--- src/rtl/hier_node_pkg.sv ---
// -----------------------------------------------------------------------------
// hier_node_pkg
// Shared definitions for the hierarchy-node round-robin mux:
//   NUM_CH_MAX  - largest supported channel count (index width IDX_W)
//   rr_pick_t   - result of a round-robin search (found bit + channel index)
//   rr_first()  - first set request at or after a pointer, wrapping at num_ch
//   lock_state_e- packet-lock FSM states (used only with HIER_NODE_PKT_LOCK_EN)
// -----------------------------------------------------------------------------
package hier_node_pkg;

  localparam int NUM_CH_MAX = 64;
  localparam int IDX_W      = $clog2(NUM_CH_MAX);

  typedef struct packed {
    logic             found;
    logic [IDX_W-1:0] idx;
  } rr_pick_t;

  typedef enum logic {
    IDLE,
    LOCKED
  } lock_state_e;

  // Search order is ptr, ptr+1, ... with an explicit subtract-wrap at num_ch,
  // so channel counts that are not a power of two never alias by truncation.
  function automatic rr_pick_t rr_first(input logic [NUM_CH_MAX-1:0] valid,
                                        input logic [IDX_W-1:0]      ptr,
                                        input int                    num_ch);
    rr_pick_t pick;
    int       c;
    pick = '0;
    for (int i = 0; i < NUM_CH_MAX; i++) begin
      c = int'(ptr) + i;
      if (c >= num_ch) c = c - num_ch;
      if ((i < num_ch) && !pick.found && valid[c]) begin
        pick.found = 1'b1;
        pick.idx   = IDX_W'(c);
      end
    end
    return pick;
  endfunction

endpackage

--- src/rtl/hier_node_rr_mux_if.sv ---
// -----------------------------------------------------------------------------
// hier_node_rr_mux_if
// Bundles the child-side streams and the parent-side stream of one node.
//   in_valid/in_ready/in_data/in_last : NUM_CH child streams (data packed
//                                       channel c at [c*DATA_W +: DATA_W])
//   out_valid/out_ready/out_data/out_id/out_last : merged parent stream
//   busy : node holds a beat or any child is requesting
// modport master : the node itself (drives in_ready and the parent stream)
// modport slave  : the surroundings (children + parent)
// -----------------------------------------------------------------------------
interface hier_node_rr_mux_if #(
  parameter int NUM_CH = 15,
  parameter int DATA_W = 32,
  parameter int ID_W   = $clog2(NUM_CH)
);
  logic [NUM_CH-1:0]        in_valid;
  logic [NUM_CH-1:0]        in_ready;
  logic [NUM_CH*DATA_W-1:0] in_data;
  logic [NUM_CH-1:0]        in_last;
  logic                     out_valid;
  logic                     out_ready;
  logic [DATA_W-1:0]        out_data;
  logic [ID_W-1:0]          out_id;
  logic                     out_last;
  logic                     busy;

  modport master (
    input  in_valid, in_data, in_last, out_ready,
    output in_ready, out_valid, out_data, out_id, out_last, busy
  );

  modport slave (
    output in_valid, in_data, in_last, out_ready,
    input  in_ready, out_valid, out_data, out_id, out_last, busy
  );
endinterface

--- src/rtl/hier_node_rr_arb.sv ---
// -----------------------------------------------------------------------------
// hier_node_rr_arb
// Round-robin picker plus its pointer register.
//   clk, rst  : clock, synchronous active-high reset
//   req       : per-channel requests
//   advance   : move the pointer past the current grant this cycle
//   gnt_idx   : granted channel (valid when gnt_vld)
//   gnt_vld   : at least one request present
// -----------------------------------------------------------------------------
module hier_node_rr_arb
  import hier_node_pkg::*;
#(
  parameter int NUM_CH = 15,
  parameter int ID_W   = $clog2(NUM_CH)
) (
  input  logic              clk,
  input  logic              rst,
  input  logic [NUM_CH-1:0] req,
  input  logic              advance,
  output logic [ID_W-1:0]   gnt_idx,
  output logic              gnt_vld
);

  logic [ID_W-1:0] rr_ptr_q, rr_ptr_d;
  rr_pick_t        pick;

  // NOTE: every variable gets a default before any condition; a path that
  // leaves one unassigned would infer a latch.
  always_comb begin
    pick     = rr_first(NUM_CH_MAX'(req), IDX_W'(rr_ptr_q), NUM_CH);
    gnt_idx  = ID_W'(pick.idx);
    gnt_vld  = pick.found;
    rr_ptr_d = rr_ptr_q;
    if (advance) begin
      rr_ptr_d = (pick.idx == IDX_W'(NUM_CH - 1)) ? '0 : ID_W'(pick.idx + IDX_W'(1));
    end
  end

  // NOTE: registers update with non-blocking assignments so every flop
  // samples pre-edge values regardless of block ordering.
  always_ff @(posedge clk) begin
    if (rst) rr_ptr_q <= '0;
    else     rr_ptr_q <= rr_ptr_d;
  end

endmodule

--- src/rtl/hier_node_rr_mux.sv ---
// -----------------------------------------------------------------------------
// hier_node_rr_mux
// Merges NUM_CH child valid/ready streams into one registered parent stream,
// round-robin arbitrated, each beat tagged with its source channel id.
//   clk  : clock, rising edge
//   rst  : synchronous active-high reset
//   bus  : hier_node_rr_mux_if.master (child streams in, parent stream out)
// Optional build macro HIER_NODE_PKT_LOCK_EN: once a channel sends a beat with
// in_last=0 the grant stays on that channel until its in_last=1 beat.
// -----------------------------------------------------------------------------
module hier_node_rr_mux
  import hier_node_pkg::*;
#(
  parameter int NUM_CH = 15,
  parameter int DATA_W = 32,
  parameter int ID_W   = $clog2(NUM_CH)
) (
  input logic                clk,
  input logic                rst,
  hier_node_rr_mux_if.master bus
);

  // Declared here because its field widths follow this module's parameters.
  typedef struct packed {
    logic [DATA_W-1:0] data;
    logic [ID_W-1:0]   id;
    logic              last;
  } hier_beat_t;

  hier_beat_t        beat_q, beat_d;
  logic              out_valid_q, out_valid_d;
  logic              load_en, xfer, advance, gnt_vld, sel_last;
  logic [ID_W-1:0]   gnt_idx;
  logic [NUM_CH-1:0] req, gnt_oh;
  logic [DATA_W-1:0] slot [NUM_CH];
  logic [DATA_W-1:0] sel_data;

  // Output register may take a new beat when empty or being drained.
  assign load_en = ~out_valid_q | bus.out_ready;
  assign xfer    = ~rst & load_en & gnt_vld;
  assign gnt_oh  = NUM_CH'(1) << gnt_idx;

  hier_node_rr_arb #(.NUM_CH(NUM_CH), .ID_W(ID_W)) u_arb (
    .clk     (clk),
    .rst     (rst),
    .req     (req),
    .advance (advance),
    .gnt_idx (gnt_idx),
    .gnt_vld (gnt_vld)
  );

  // One-hot AND-OR payload select.
  for (genvar c = 0; c < NUM_CH; c++) begin : g_slot
    assign slot[c] = bus.in_data[c*DATA_W +: DATA_W] & {DATA_W{gnt_oh[c]}};
  end

  always_comb begin
    sel_data = '0;
    for (int c = 0; c < NUM_CH; c++) sel_data |= slot[c];
  end

  assign sel_last = |(bus.in_last & gnt_oh);

`ifdef HIER_NODE_PKT_LOCK_EN
  lock_state_e     state_q, state_d;
  logic [ID_W-1:0] lock_ch_q, lock_ch_d;

  // While locked only the owning channel is visible to the arbiter; the
  // pointer moves only when a packet ends.
  assign req     = (state_q == LOCKED) ? (bus.in_valid & (NUM_CH'(1) << lock_ch_q))
                                       : bus.in_valid;
  assign advance = xfer & sel_last;

  always_comb begin
    state_d   = state_q;
    lock_ch_d = lock_ch_q;
    case (state_q)
      IDLE: begin
        if (xfer && !sel_last) begin
          state_d   = LOCKED;
          lock_ch_d = gnt_idx;
        end
      end
      LOCKED: begin
        if (xfer && sel_last) state_d = IDLE;
      end
      default: state_d = IDLE;
    endcase
  end

  always_ff @(posedge clk) begin
    if (rst) begin
      state_q   <= IDLE;
      lock_ch_q <= '0;
    end else begin
      state_q   <= state_d;
      lock_ch_q <= lock_ch_d;
    end
  end
`else
  assign req     = bus.in_valid;
  assign advance = xfer;
`endif

  always_comb begin
    out_valid_d = out_valid_q;
    beat_d      = beat_q;
    if (load_en) out_valid_d = xfer;
    if (xfer)    beat_d = '{data: sel_data, id: gnt_idx, last: sel_last};
  end

  always_ff @(posedge clk) begin
    if (rst) begin
      out_valid_q <= 1'b0;
      beat_q      <= '0;
    end else begin
      out_valid_q <= out_valid_d;
      beat_q      <= beat_d;
    end
  end

  assign bus.in_ready  = gnt_oh & {NUM_CH{xfer}};
  assign bus.out_valid = out_valid_q;
  assign bus.out_data  = beat_q.data;
  assign bus.out_id    = beat_q.id;
  assign bus.out_last  = beat_q.last;
  assign bus.busy      = out_valid_q | (|bus.in_valid);

endmodule

--- src/flat_wrapper.sv ---
// flat-port wrapper written by rule: the top's interface ports become plain ports
module hier_node_rr_mux_flat import hier_node_pkg::*;
#(
  parameter int NUM_CH = 15,
  parameter int DATA_W = 32,
  parameter int ID_W   = $clog2(NUM_CH)
)
  (clk, rst, bus_in_valid, bus_in_data, bus_in_last, bus_out_ready, bus_in_ready, bus_out_valid, bus_out_data, bus_out_id, bus_out_last, bus_busy);
  hier_node_rr_mux_if #(.NUM_CH(NUM_CH), .DATA_W(DATA_W), .ID_W(ID_W)) bus_i ();
  input logic clk;
  input logic rst;
  input wire logic [$bits(bus_i.in_valid)-1:0] bus_in_valid;
  input wire logic [$bits(bus_i.in_data)-1:0] bus_in_data;
  input wire logic [$bits(bus_i.in_last)-1:0] bus_in_last;
  input wire logic [$bits(bus_i.out_ready)-1:0] bus_out_ready;
  output wire logic [$bits(bus_i.in_ready)-1:0] bus_in_ready;
  output wire logic [$bits(bus_i.out_valid)-1:0] bus_out_valid;
  output wire logic [$bits(bus_i.out_data)-1:0] bus_out_data;
  output wire logic [$bits(bus_i.out_id)-1:0] bus_out_id;
  output wire logic [$bits(bus_i.out_last)-1:0] bus_out_last;
  output wire logic [$bits(bus_i.busy)-1:0] bus_busy;
  assign bus_i.in_valid = bus_in_valid;
  assign bus_i.in_data = bus_in_data;
  assign bus_i.in_last = bus_in_last;
  assign bus_i.out_ready = bus_out_ready;
  assign bus_in_ready = bus_i.in_ready;
  assign bus_out_valid = bus_i.out_valid;
  assign bus_out_data = bus_i.out_data;
  assign bus_out_id = bus_i.out_id;
  assign bus_out_last = bus_i.out_last;
  assign bus_busy = bus_i.busy;
  hier_node_rr_mux #(.NUM_CH(NUM_CH), .DATA_W(DATA_W), .ID_W(ID_W)) u_core (.clk(clk), .rst(rst), .bus(bus_i));
endmodule
--- config.mk ---
export PLATFORM = sky130hd
export DESIGN_NAME = hier_node_rr_mux_flat
export DESIGN_NICKNAME = d
export VERILOG_FILES = /design/src/rtl/hier_node_pkg.sv /design/src/rtl/hier_node_rr_mux_if.sv /design/src/rtl/hier_node_rr_arb.sv /design/src/rtl/hier_node_rr_mux.sv /design/src/flat_wrapper.sv
export SDC_FILE = /design/constraint.sdc
export NUM_CORES = 1
export LEC_CHECK = 0
export CAP_MARGIN = 20
export CORE_AREA = 8 8 213 215
export CTS_CLUSTER_SIZE = 40
export DETAILED_ROUTE_END_ITERATION = 10
export DIE_AREA = 0 0 221 223
export DONT_BUFFER_PORTS = 1
export GPL_TIMING_DRIVEN = 0
export PLACE_DENSITY = 0.48
export SYNTH_ARGS = -nofsm -noshare
export SYNTH_HDL_FRONTEND = slang
export SYNTH_HIERARCHICAL = 1
export SYNTH_SLANG_ARGS = --single-unit
--- constraint.sdc ---
create_clock -name clk -period 15.6 [get_ports clk]
set_input_delay 3.12 -clock clk [delete_from_list [all_inputs] [get_ports clk]]
set_output_delay 3.12 -clock clk [all_outputs]
set_load 0.05 [all_outputs]
=== Word level (Yosys, flattened, before mapping) ===
Index checks and enable logic that the tools add are counted.

* Latch bits: 0
* Output and inout port bits: 54
* Memory bits (writable): 0
* Flip-flop bits (word level): 42
* Bits of input ports: 513
* Logic and storage cells: 210
* Memory bits (read-only): 0
* Memories: 0

* Reduce and logical (&&, ||, !) cells: 30
* Eq/ne operators: 1
* Multiplexer cells: 76
* Add/subtract/negate cells: 30
* Multiply operators: 0
* Order comparisons: 30
* Shift operators: 1
* Divide/modulo/power cells: 0
* Bitwise logic cells: 37

{| class="wikitable"
|+ Operators by type and width
! operator !! count
|-
| bitwise AND 32 bit || 15
|-
| less-than comparator 32 x 8 -> 1 bit, second input constant || 15
|-
| two-way mux 32 bit || 15
|-
| bitwise OR 32 bit || 14
|-
| two-way mux 7 bit || 15
|-
| binary-select mux 1 bit (select 6 bit) || 15
|-
| subtractor 5 x 4 -> 6 bit, second input constant || 14
|-
| >= comparator 5 x 4 -> 1 bit, second input constant || 14
|-
| adder 4 x 4 -> 5 bit, second input constant || 7
|-
| bitwise AND 15 bit || 2
|-
| two-way mux 1 bit || 30
|-
| OR reduction 15 bit || 2
|-
| adder 4 x 3 -> 5 bit, second input constant || 4
|-
| left shift 1 x 4 -> 15 bit, first input constant || 1
|-
| logical AND 1 bit || 14
|-
| logical NOT 1 bit || 14
|-
| adder 4 x 2 -> 5 bit, second input constant || 2
|-
| equality test 6 x 4 -> 1 bit, second input constant || 1
|-
| adder 4 x 1 -> 5 bit, second input constant || 1
|-
| subtractor 4 x 4 -> 5 bit, second input constant || 1
|-
| adder 4 x 1 -> 4 bit, second input constant || 1
|-
| >= comparator 4 bit, second input constant || 1
|-
| two-way mux 4 bit || 1
|-
| bitwise AND 1 bit || 2
|-
| 2 further kinds || 4
|}

=== Depth between registers and ports, before layout ===
Gate-level depths: netlist of run 1.

* Depth in word-level cells: 64
* Depth in mapped cells: 36
* Gate-level depth less buffers: 24

=== By module ===
Netlist of run 1, hierarchy kept.

{| class="wikitable"
|+ Modules (own cells, without submodules)
! module !! seq. area each (um^2) !! cells each !! instances !! area each (um^2)
|-
| hier_node_rr_arb || 80.1 || 1112 || 1 || 7544.7
|-
| hier_node_rr_mux || 760.7 || 731 || 1 || 5778.0
|}

=== Worst setup path after synthesis of run 1 ===
No wires, ideal clock.

* Path kind: input -> output
* From: input port bus_in_valid[3]
* To: output port bus_in_ready[7]
* Buffers on the path: 5
* Data required time: 12.480 ns
* Setup slack: 4.432 ns
* Cell stages on the path: 18
* Arrival: 8.048 ns
* Cell sequence: clkbuf_1 mux2_2 or3_1 a31oi_1 o32ai_1 nor4_4 and4bb_2 nand2_1 or4_1 nand2_1 nor3_1 a21oi_1 buf_4 buf_6 buf_2 clkbuf_1 nand2_1 nor3_1

* Longest elaborated chain between the ends: 48
* Elaborated cells between the ends (all ways): 91
* Those cells by class: 1 x shift; 60 x mux; 2 x bitwise; 28 x reduce/logical

{| class="wikitable"
|+ RTL lines
! what !! line !! source
|-
| start: declaration || flat_wrapper.sv:12 || <nowiki>input wire logic [$bits(bus_i.in_valid)-1:0] bus_in_valid;</nowiki>
|-
| binary-select mux 1 bit (select 6 bit) || hier_node_pkg.sv:35 || <nowiki>if ((i < num_ch) && !pick.found && valid[c]) begin</nowiki>
|-
| two-way mux 1 bit (implied by the code) (2 in a row) || hier_node_pkg.sv:35 ||
|-
| two-way mux 7 bit || hier_node_pkg.sv:35 ||
|-
| logical NOT 1 bit || hier_node_pkg.sv:35 ||
|-
| logical AND 1 bit || hier_node_pkg.sv:35 ||
|-
| two-way mux 7 bit || hier_node_pkg.sv:35 ||
|-
| logical NOT 1 bit || hier_node_pkg.sv:35 ||
|-
| logical AND 1 bit || hier_node_pkg.sv:35 ||
|-
| [32 not listed] || n/a ||
|-
| logical AND 1 bit || hier_node_pkg.sv:35 ||
|-
| two-way mux 7 bit || hier_node_pkg.sv:35 ||
|-
| logical NOT 1 bit || hier_node_pkg.sv:35 ||
|-
| logical AND 1 bit || hier_node_pkg.sv:35 ||
|-
| two-way mux 7 bit * || hier_node_pkg.sv:35 ||
|-
| named net u_core.gnt_idx[1] || hier_node_rr_mux.sv:33 || <nowiki>logic [ID_W-1:0] gnt_idx;</nowiki>
|-
| left shift 1 x 4 -> 15 bit * || hier_node_rr_mux.sv:41 || <nowiki>assign gnt_oh = NUM_CH'(1) << gnt_idx;</nowiki>
|-
| bitwise AND 15 bit * || hier_node_rr_mux.sv:122 || <nowiki>assign bus.in_ready = gnt_oh & {NUM_CH{xfer}};</nowiki>
|-
| end: declaration || flat_wrapper.sv:16 || <nowiki>output wire logic [$bits(bus_i.in_ready)-1:0] bus_in_ready;</nowiki>
|}

Mark *: on every way through the listed nets, which the timed path passes. The rest lies on a longest branch. The select of a mux whose other input is x is not followed.

=== Final worst setup path of run 1 ===
* From: register u_core.u_arb.rr_ptr_q[0]
* To: output port bus_in_ready[6]

* Longest elaborated chain between the ends: 50
* Elaborated cells between the ends (all ways): 150
* Those cells by class: 29 x add/sub; 15 x order compare; 1 x shift; 75 x mux; 2 x bitwise; 28 x reduce/logical

{| class="wikitable"
|+ RTL lines
! what !! line !! source
|-
| start: declaration || hier_node_rr_arb.sv:24 || <nowiki>logic [ID_W-1:0] rr_ptr_q, rr_ptr_d;</nowiki>
|-
| start signal: assignment || hier_node_rr_arb.sv:43 || <nowiki>else rr_ptr_q <= rr_ptr_d;</nowiki>
|-
| parallel branches: the longest is 47 deep, another holds subtractor 5 x 4 -> 6 bit || n/a ||
|-
| two-way mux 7 bit * || hier_node_pkg.sv:35 ||
|-
| named net u_core.gnt_idx[1] || hier_node_rr_mux.sv:33 ||
|-
| left shift 1 x 4 -> 15 bit * || hier_node_rr_mux.sv:41 ||
|-
| bitwise AND 15 bit * || hier_node_rr_mux.sv:122 ||
|}

Mark *: on every way through the listed nets, which the timed path passes. The select of a mux whose other input is x is not followed.

==> results.tsv, run 1 <==
stage	metric	value	unit
outcome	run status	finished, final reports clean	
clock_tree	H-tree depth	2	
worst_setup_path	Crit. End Element	output pin	
yosys	Main synth FF type	dfxtp_1	
place	Port Buf Inserts	0	
worst_setup_path	reg2reg start	u_core/u_arb/rr_ptr_q[0]	
clock_tree	Post-CTS Setup Inserts	0	
sta	Max Fclk	69.0	MHz
clock_tree	CTS tree	built	
worst_setup_path	crit path DAT	11.38	ns
detailed_routing	DRT iter0 DRCs	2436	
sta	Final Hold Fails	0	
floorplanning	Top Ports	567	
layout	Area Overhead vs Synth	7.42	%
floorplanning	Core Footprint	0.0423	sq mm
yosys	Syn Inst Count	1843	
grt	initial antenna violation count	41	
yosys	post-synthesis async set-or-reset flop share	0	
sta	setup TNS	0	ns
sta	max-slew violation count	0	
sta	fin crit share	0.929	
floorplanning	Die X	221	um
layout	final net count	2409	
clock_tree	clk sinks	42	
grt	pin count of the biggest net entering global routing	17	
hold_path	min-delay src	u_core/bus.out_id[2]	
floorplanning	die area	0.0493	sq mm
sta	clk_skew	0.0185	ns
layout	number of fill cells	4678	
yosys	sequential area share after synthesis	0.0631	
clock_tree	CTS resizes	0	
sta	post-route minimum period	14.50	ns
yosys	Synth Net Count	2394	
worst_setup_path	Crit path largest cell delay	0.75	ns
place	hpwl dp	86000	um
grt	grt total ovfl	0	
clock_tree	Clock Latency Late Sink	0.35	ns
grt	global-route wire length before repair	142000	um
detailed_routing	DRT Wirelength	105000	um
detailed_routing	Vias	17700	
worst_setup_path	Crit-path slowest cell	nor2_1	
detailed_routing	vias per cell	7.26	
grt	Tot GR Track Use	0.402	
worst_setup_path	critical path launch point type	flop	
detailed_routing	number of remaining DRC errors	0	
clock_tree	Num CTS Buffers	5	
yosys	post-synthesis register bit count	42	
floorplanning	FP Rows	76	
grt	vias in the first global route	17100	
yosys	EDFF count, synth	0	
detailed_routing	Pre-antenna DRT Iters	8	
worst_setup_path	crit path kind	flop to output pin	
layout	layout cells sized above 1	0.123	
yosys	Ys Warns	6	
hold_path	worst hold path class	flop to flop	
worst_setup_path	Crit path top cell by count	buf_2	
clock_tree	clock tree buffer depth	2	
floorplanning	Initial Util	0.315	
layout	fin cells	2441	
sta	RSZ-0062 raised after global routing	no	
layout	final core utilization	0.338	
yosys	Avg Inst Size Synth	7.23	sq um
job	Max Cap Viol	0	
worst_setup_path	Worst Path Required	12.48	ns
clock_tree	cts hold-fix bufs	0	
clock_tree	CTS root buffer	clkbuf_16	
place	DP Area	0.0141	sq mm
worst_setup_path	Crit Path Max Fanout	11	
sta	Least-Margin Pin Slew	1.17	ns
clock_tree	clk slew on worst S/H paths	0.08	ns
place	placed insts	2397	
sta	# setup viols final	0	
worst_setup_path	Setup crit start	u_core/u_arb/rr_ptr_q[0]	
floorplanning	Die Height	223	um
layout	Post-Layout Inst Area	0.0143	sq mm
worst_setup_path	worst reg-to-reg setup slack	4.13	ns
yosys	mapped cell area	0.0133	sq mm
place	routability cong.	1.04	
sta	max_slew headroom	0.221	
yosys	library cells used by synthesis	96	
detailed_routing	WL per Instance	42.9	um
detailed_routing	Final ANT Viol Nets	0	
final timing paths:
kind | end | depth (start not counted)
min | u_core/bus.out_id[2] | 2
max | bus_in_ready[6] | 32
max reg2reg | u_core/bus.out_data[18] | 32
min reg2reg | u_core/bus.out_id[2] | 2
critical path, delay by kind of cell (launching register included):
kind	cells	cell delay, ns
flip-flops	1	0.46
buffers and inverters	16	5.25
AO/OA/AOI/OAI	6	1.84
adder cells (fa/ha/maj)	2	0.53
AND/OR/NAND/NOR	8	2.92
cell families after synthesis:
| logic type | after synthesis | share of synthesized area |
|---|---|---|
| AO/OA/AOI/OAI | 675 | 0.387 |
| AND/OR/NAND/NOR | 597 | 0.231 |
| buffers and inverters | 245 | 0.0845 |
| multiplexers | 203 | 0.169 |
| XOR/XNOR | 43 | 0.0294 |
| flip-flops | 42 | 0.0631 |
| adder cells (fa/ha/maj) | 38 | 0.0357 |
synth_stat cells, types with 12 or more instances:
cell type | n | share of area
nor2_1 | 155 | 0.044
nand2b_1 | 37 | 0.017
mux2i_1 | 131 | 0.098
a311oi_1 | 36 | 0.024
and2_1 | 21 | 0.0099
a221oi_1 | 25 | 0.016
nand2_1 | 127 | 0.036
or3_1 | 12 | 0.0056
mux2_2 | 61 | 0.052
a32o_1 | 23 | 0.017
buf_2 | 63 | 0.024
a22o_1 | 54 | 0.035
nand3_1 | 39 | 0.015
nand3b_1 | 18 | 0.010
nor3_1 | 42 | 0.016
a31oi_1 | 26 | 0.012
clkbuf_1 | 87 | 0.025
inv_1 | 57 | 0.016
o21a_1 | 12 | 0.0068
a211oi_1 | 43 | 0.024
o211ai_1 | 24 | 0.014
a2111oi_0 | 17 | 0.011
o22a_1 | 14 | 0.0092
a22oi_1 | 50 | 0.028
nor4_1 | 21 | 0.0099
buf_4 | 22 | 0.012
a211o_1 | 16 | 0.011
nor2b_1 | 41 | 0.019
o21ai_0 | 71 | 0.027
dfxtp_1 | 42 | 0.063
ha_1 | 38 | 0.036
xnor2_1 | 35 | 0.023
o22ai_1 | 32 | 0.015
nand4_1 | 14 | 0.0066
a21oi_1 | 73 | 0.027
a21o_1 | 15 | 0.0085
routing by layer:
layer	wire (um)	share of wire	GRT usage	vias up
li1	-	-	-	7306
met1	37100	0.35	0.442	8587
met2	46500	0.44	0.616	1453
met3	10700	0.10	0.136	361
met4	10300	0.098	0.349	18
met5	194	0.0019	0.0131	-
cells in the final DEF, fill, tap and decap left out, drive strengths merged, types with 13 or more instances in the layout:
cell type	instances
a2111oi	17
a211o	16
a211oi	45
a21o	15
a21oi	73
a221oi	27
a22o	54
a22oi	50
a311oi	36
a31oi	26
a32o	23
a32oi	13
and2	21
buf	107
clkbuf	92
dfxtp	42
diode	36
ha	38
inv	61
mux2	61
mux2i	131
nand2	127
nand2b	37
nand3	40
nand3b	19
nand4	14
nor2	160
nor2b	41
nor3	42
nor4	23
o211ai	24
o21ai	71
o22a	14
o22ai	32
xnor2	36
state kept, by name, summed over array words and instances, names as in the netlist:
register and flops:
u_core/bus.out_valid 1, u_core/u_arb/rr_ptr_q 4, u_core/bus.out_id 4, u_core/bus.out_last 1, u_core/bus.out_data 32
metrics by stage:
step / hold WS [ns] / setup WS [ns]
floorplan: 0.674 / 4.43
global placement: 0.714 / 1.17
detailed placement: 0.715 / 1.90
CTS: 0.725 / 1.50
global route: 0.755 / 0.899
finish: 0.723 / 1.10
final cells by class:
cell class | count | area, sq um | share of cell area
multi-input cells | 1556 | 11400 | 0.794
plain buffers | 186 | 905 | 0.0632
flip-flops and latches | 42 | 841 | 0.0588
well taps | 546 | 683 | 0.0477
inverters | 59 | 221 | 0.0155
clock buffers | 5 | 125 | 0.00874
diodes | 36 | 90.1 | 0.00629
repair buffers | 8 | 52.6 | 0.00367
clock inverters | 3 | 27.5 | 0.00192
Power of run 1 is not shown: default switching activity piles up to over one toggle a cycle in this logic, so the estimate is an artifact.
==> inputs of run 2 (changes only) <==
HOLD_SLACK_MARGIN = 0.02   (was unset)
==> results of run 2 <==
No change in the layout: final DEF, timing and power equal those of run 1.
Power of run 2 is left out for the same reason.
